### config.mk
export PLATFORM = sky130hd
export DESIGN_NAME = sequential_divider
export DESIGN_NICKNAME = d
export VERILOG_FILES = /design/src/rtl/sequential_divider.sv
export SDC_FILE = /design/constraint.sdc
export NUM_CORES = 1
export LEC_CHECK = 0
export ABC_AREA = 1
export BUFFER_PORTS_ARGS = -buffer_cell sky130_fd_sc_hd__buf_2
export CAP_MARGIN = 0
export CORE_MARGIN = 8
export CORE_UTILIZATION = 58
export DETAILED_ROUTE_END_ITERATION = 10
export HOLD_SLACK_MARGIN = 0.1
export PLACE_DENSITY = 0.9
export SYNTH_ARGS = -nofsm -noshare
export SYNTH_HDL_FRONTEND = slang
export SYNTH_SLANG_ARGS = --single-unit
### constraint.sdc
create_clock -name clk_i -period 2.3 [get_ports clk_i]
set_input_delay 0.115 -clock clk_i [delete_from_list [all_inputs] [get_ports clk_i]]
set_output_delay 0.115 -clock clk_i [all_outputs]
set_load 0.005 [all_outputs]
### src/rtl/sequential_divider.sv
// Signed restoring sequential divider: one quotient bit per clock, then sign correction.
// Results and flags are registered and announced with a one-cycle ready pulse.
module sequential_divider #(
  parameter int unsigned Length = 5
) (
  input  logic              clk_i,
  input  logic              rst_ni,
  input  logic              start_i,
  input  logic [Length-1:0] dividend_i,
  input  logic [Length-1:0] divisor_i,
  output logic [Length-1:0] quotient_o,
  output logic [Length-1:0] remainder_o,
  output logic              computing_o,
  output logic              ready_o,
  output logic              negative_o,
  output logic              overflow_o,
  output logic              div_by_zero_o
);

  localparam int unsigned CntW = $clog2(Length + 1);
  localparam logic [Length-1:0] MinMag = {1'b1, {(Length-1){1'b0}}};

  typedef enum logic [1:0] {StIdle, StDivide, StFix, StDone} state_e;

  state_e            state_q, state_d;
  logic              start_prev_q;
  logic              sign_a_q, sign_a_d;
  logic              sign_b_q, sign_b_d;
  logic [Length-1:0] mag_b_q, mag_b_d;
  logic [Length:0]   rem_q, rem_d;
  logic [Length-1:0] quo_q, quo_d;
  logic [CntW-1:0]   cnt_q, cnt_d;
  logic [Length-1:0] quotient_q, quotient_d;
  logic [Length-1:0] remainder_q, remainder_d;
  logic              neg_q, neg_d;
  logic              ovf_q, ovf_d;
  logic              dbz_q, dbz_d;
  logic              computing_q, computing_d;
  logic              ready_q, ready_d;

  logic              start_edge;
  logic              sign_diff;
  logic [Length+1:0] rem_shift;
  logic [Length+1:0] rem_diff;
  logic              rem_ge;

  assign start_edge = start_i & ~start_prev_q;
  assign sign_diff  = sign_a_q ^ sign_b_q;

  // Trial subtraction one bit wider than the remainder; the borrow decides the quotient bit.
  assign rem_shift = {rem_q, quo_q[Length-1]};
  assign rem_diff  = rem_shift - {2'b00, mag_b_q};
  assign rem_ge    = ~rem_diff[Length+1];

  always_comb begin
    state_d     = state_q;
    sign_a_d    = sign_a_q;
    sign_b_d    = sign_b_q;
    mag_b_d     = mag_b_q;
    rem_d       = rem_q;
    quo_d       = quo_q;
    cnt_d       = cnt_q;
    quotient_d  = quotient_q;
    remainder_d = remainder_q;
    neg_d       = neg_q;
    ovf_d       = ovf_q;
    dbz_d       = dbz_q;
    ready_d     = 1'b0;

    unique case (state_q)
      StIdle: begin
        if (start_edge) begin
          if (divisor_i == '0) begin
            quotient_d  = '1;
            remainder_d = dividend_i;
            dbz_d       = 1'b1;
            neg_d       = 1'b0;
            ovf_d       = 1'b0;
            ready_d     = 1'b1;
            state_d     = StDone;
          end else begin
            sign_a_d = dividend_i[Length-1];
            sign_b_d = divisor_i[Length-1];
            mag_b_d  = divisor_i[Length-1] ? -divisor_i : divisor_i;
            quo_d    = dividend_i[Length-1] ? -dividend_i : dividend_i;
            rem_d    = '0;
            cnt_d    = CntW'(Length);
            state_d  = StDivide;
          end
        end
      end
      StDivide: begin
        rem_d = rem_ge ? rem_diff[Length:0] : rem_shift[Length:0];
        quo_d = {quo_q[Length-2:0], rem_ge};
        cnt_d = cnt_q - 1'b1;
        if (cnt_q == CntW'(1)) begin
          state_d = StFix;
        end
      end
      StFix: begin
        quotient_d  = sign_diff ? -quo_q : quo_q;
        remainder_d = sign_a_q ? -rem_q[Length-1:0] : rem_q[Length-1:0];
        // Only +2^(Length-1) is unrepresentable; it wraps to the most negative code.
        ovf_d       = ~sign_diff && (quo_q == MinMag);
        neg_d       = sign_diff && (quo_q != '0);
        dbz_d       = 1'b0;
        ready_d     = 1'b1;
        state_d     = StDone;
      end
      StDone: begin
        state_d = StIdle;
      end
      default: begin
        state_d = StIdle;
      end
    endcase

    computing_d = (state_d == StDivide) || (state_d == StFix);
  end

  always_ff @(posedge clk_i or negedge rst_ni) begin
    if (!rst_ni) begin
      state_q      <= StIdle;
      start_prev_q <= 1'b1;
      sign_a_q     <= 1'b0;
      sign_b_q     <= 1'b0;
      mag_b_q      <= '0;
      rem_q        <= '0;
      quo_q        <= '0;
      cnt_q        <= '0;
      quotient_q   <= '0;
      remainder_q  <= '0;
      neg_q        <= 1'b0;
      ovf_q        <= 1'b0;
      dbz_q        <= 1'b0;
      computing_q  <= 1'b0;
      ready_q      <= 1'b0;
    end else begin
      state_q      <= state_d;
      start_prev_q <= start_i;
      sign_a_q     <= sign_a_d;
      sign_b_q     <= sign_b_d;
      mag_b_q      <= mag_b_d;
      rem_q        <= rem_d;
      quo_q        <= quo_d;
      cnt_q        <= cnt_d;
      quotient_q   <= quotient_d;
      remainder_q  <= remainder_d;
      neg_q        <= neg_d;
      ovf_q        <= ovf_d;
      dbz_q        <= dbz_d;
      computing_q  <= computing_d;
      ready_q      <= ready_d;
    end
  end

  assign quotient_o    = quotient_q;
  assign remainder_o   = remainder_q;
  assign computing_o   = computing_q;
  assign ready_o       = ready_q;
  assign negative_o    = neg_q;
  assign overflow_o    = ovf_q;
  assign div_by_zero_o = dbz_q;

endmodule

Word-level counts from Yosys, hierarchy flattened
Cells that the tools add are included.

operators by class
  $add $sub $neg = 6
  multiply operators = 0
  divide/modulo/power cells = 0
  order comparisons = 0
  eq/ne operators = 10
  shift-type cells = 0
  mux-type cells = 34
  bitwise gates (word level) = 6
  reductions and logical operators = 11

operators by type and width
  kind                 count
  $mux 5               10
  $pmux 5 s2           3
  $neg 5->5            4
  $mux 6               3
  $pmux 6 s2           1
  $reduce_and 3->1     3
  $pmux 1 s2           4
  $pmux 2 s4           1
  $sub 7x5->7          1
  $eq 2x2->1 const B   3
  $mux 1               6
  $mux 2               3
  $mux 3               2
  $ne 2x2->1 const B   3
  $pmux 3 s2           1
  $eq 5x5->1 const B   1
  $logic_not 5->1      1
  $reduce_bool 5->1    1
  $eq 2x1->1 const B   2
  $not 1->1            4
  $reduce_bool 2->1    2
  $eq 3x1->1 const B   1
  $sub 3x1->3 const B  1
  $logic_and 1x1->1    2
  other kinds (4)      4

word-level totals
  flip-flop bits (word level) = 39
  latch bits = 0
  RAM bits = 0
  bits in read-only memories = 0
  output and inout port bits = 15
  word-level logic and storage cells = 82
  memories kept = 0

Depth between registers and ports, before layout
  depth in word-level cells = 6
  gate-level depth with buffers = 13
  gate-level depth less buffers = 13

Least setup slack after synthesis
Ideal clock, no wire load.

  path kind = register to register
  start point = register quo_q[4]
  end point = register rem_q[5]
  setup time = 117 ps
  arrival time = 1626 ps
  required time = 2183 ps
  setup slack = 557 ps
  cell stages (with the launch flop) = 14
  buffers on the path = 0
  clock period less this slack = 1743 ps
  cell sequence = dfrtp_1 inv_1 ha_1 fa_1 inv_1 nand2_1 nand2_2 nand3_4 nand2_4 nand2_4 nand2_2 nand2_2 nand3_2 nand2_1

on the way
  word-level cells in the longest chain between the ends = 3

ends and longest elaborated chain
  element                 RTL line  RTL
  from (decl)             31        logic [Length-1:0] quo_q, quo_d;
  from (signal assigned)  145       quo_q <= quo_d;
  $sub 7x5->7             52        assign rem_diff = rem_shift - {2'b00, mag_b_q};
  $mux 6                  93        rem_d = rem_ge ? rem_diff[Length:0] : rem_shift[Length:0];
  $pmux 6 s2              70        unique case (state_q)
  to (signal assigned)    144       rem_q <= rem_d;
  to (decl)               30        logic [Length:0] rem_q, rem_d;

Every way passes these cells.
A chain may end at the register's enable or synchronous reset.

Final worst setup path
Same ends and word-level chain as after synthesis.

==> flow_summary.toml <==
[final_layout]
final_common_cell = "nand2_1"
drive_gt1_share_pct = 21.00
layout_common_cells = "nand2_1, dfrtp_1, inv_1"
utilization_pct = 67.69
antenna_cells = 0
nets = 345
syn2layout_area_growth_pct = 14.62

[grt]
grt_max_degree = 40
grt_pass1_wl_um = 8783
grtUsageTotal_pct = 17.48
grt_pass1_vias = 1933
antenna_found_initial = 0
grt-ovfl-total = 0

[floorplan]
start_util_pct = 59.06
fp-row-count = 23
ioPinCount = 28
coreArea_um2 = 3943
die_h_um = 79.36
fp.dieArea_um2 = 6298
die_w_um = 79.36

[route]
routedWlPerCell_um = 14.05
drt_first_pass_iters = 4
drc = 0
wirelength_um = 5185
routed_via_density = 5.493
postRouteAntennaNets = 0
first_iter_violations = 199
vias = 2027

[hold_path]
holdPathEnd = "mag_b_q[3]"
hold_class = "in2reg"
min_from = "divisor_i[3]"
whs_path_depth = 3

[sta]
timing.final.ws_setup_ns = 0.4014
skew_ns = 0.004938
fmax_mhz = 526.7
setup_viol = 0
drv_slew = 0
period_needed_ns = 1.899
tightest_slew_ns = 0.8488
rsz0062_at_grt = "no"
hold_viol_final = 0
slew_headroom_pct = 43.42
post-route-period-util_pct = 82.55
final.setup.tns_ns = 0

[power_and_ir_drop]
leakage_nw = 1.397
power_density_nw_per_um2 = 1558
ir_worst_vdd_mv = 0.8784

[placed_design]
pre_cts_slack_ns = 0.4238
hpwl_um = 3939
io_buffers = 27
gp_congestion = 0.9272

[synthesis]
synth_nets = 309
synth_flop_cell = "dfrtp_1"
synth-seq-cells = 39
yosysWarnings = 0
yosysSeqAreaShare_pct = 41.97
post_synth.cell_area_avg_um2 = 8.257
synthArstFlopShare_pct = 100.0
syn_inst = 282
synth-edff-count = 0
netlist_area_um2 = 2328
ys_types = 35

[critical_path]
worstPathRequired_ns = 2.49
r2r_slack_ns = 0.40
r2r_start = "quo_q[4]"
crit_fanout = 7
crit_type = "reg2reg"
r2r_end = "rem_q[5]"
reg2reg_depth = 13
start_kind = "flop"
cp_data_arrival_time_ns = 2.09
crit_path_end_kind = "flop"

[cts]
cts_resized = 0
cts_hold_buf = 4
post_cts_buffers = 0
cts_tree = "built"
cts_root_buf = "clkbuf_8"
cts_max_level = 2
clockBufferDepth = 2
cts.sinks = 39
clock_latency_ns = 0.30
cts_made_buffers = 5
path_clk_slew_ns = 0.08

[run_status]
outcome = "finished clean"

[job]
maxCapViolCount = 0
==> cells in the mapped netlist (2+ instances only) <==
library cell	instances	share of area (%)
nand3_4	2	1.5
buf_2	2	0.43
nand2_1	62	10
o211ai_1	4	1.3
a21oi_1	8	1.7
nand3_2	3	1.3
o21ai_0	16	3.4
nor2_1	18	2.9
inv_2	7	1.1
inv_1	36	5.8
nand2_2	7	1.9
o21ai_1	7	1.5
dfrtp_1	38	41
nand2_4	3	1.5
xnor2_1	2	0.75
o31ai_1	3	0.97
nor2_2	3	0.81
o221ai_1	3	1.1
xor2_1	5	1.9
a31oi_1	2	0.54
nor2_4	2	0.97
nand3_1	24	5.2
ha_1	13	7.0
==> worst max path at each step <==
| stage | end | startpoint |
|---|---|---|
| floorplan | rem_q[5] | quo_q[4] |
| global placement | rem_q[5] | quo_q[4] |
| detailed placement | rem_q[5] | quo_q[4] |
| CTS | rem_q[5] | quo_q[4] |
| global route | rem_q[5] | quo_q[4] |
| finish | rem_q[5] | quo_q[4] |
==> critical path, cell delays in order, from the launching register on <==
cell and delay [ns]:
dfrtp_1 0.36, inv_1 0.10, ha_1 0.22, fa_1 0.40, inv_1 0.07, nand2_1 0.05, nand2_2 0.09, nand3_4 0.11
nand2_4 0.10, nand2_4 0.07, nand2_2 0.07, nand2_2 0.05, nand3_2 0.05, nand2_1 0.04
==> cell type report <==
class                   count  area (µm²)
flip-flops and latches     39       977.2
repair buffers             32       182.7
clock inverters             3       43.79
multi-input cells         196        1164
fillers                   305        1274
clock buffers               5       68.82
well taps                  50       62.56
inverters                  44       170.2
==> power by group <==
part	internal, mW	leakage, nW	total, mW	switching, mW
clock network	0.323	0.0581	0.584	0.261
registers	1.02	0.476	1.24	0.224
logic	0.883	0.863	2.33	1.45
==> metrics by stage <==
step / hold slack (ns) / power, mW / std cells / area, µm²
5_1_grt: 0.1363 / 4.539 / 369 / 2669
6_report: 0.1156 / 4.158 / 369 / 2669
2_1_floorplan: -0.1806 / 2.975 / 282 / 2328
3_3_place_gp: 0.2554 / 3.446 / 357 / 2516
3_5_place_dp: 0.2582 / 3.557 / 357 / 2516
4_1_cts: 0.1249 / 4.152 / 369 / 2669
==> metal layers <==
layer	GRT usage [%]	part of all wire, %
met3	4.289	7.8
met2	28.68	48
met1	21.97	43
met5	0	0
met4	5.741	1.6
==> cells by family after synthesis <==
| logic type | count (synthesis) | share of synthesized area [%] |
|---|---|---|
| AOI/OAI and AO/OA | 46 | 11.50 |
| xor gates and xnor gates | 7 | 2.633 |
| adders and majority gates | 14 | 7.845 |
| buffers and inverters | 47 | 8.061 |
| DFF | 39 | 41.97 |
| and+or+nand+nor | 129 | 28.00 |
==> sequential cells by signal, indices dropped and copies added, names as in the netlist <==
register	cells
start_prev_q	1
negative_o	1
overflow_o	1
div_by_zero_o	1
quo_q	5
remainder_o	5
quotient_o	5
ready_o	1
sign_a_q	1
cnt_q	3
state_q	2
rem_q	6
mag_b_q	5
computing_o	1
sign_b_q	1
No activity file was read; power rests on OpenSTA's default activity.
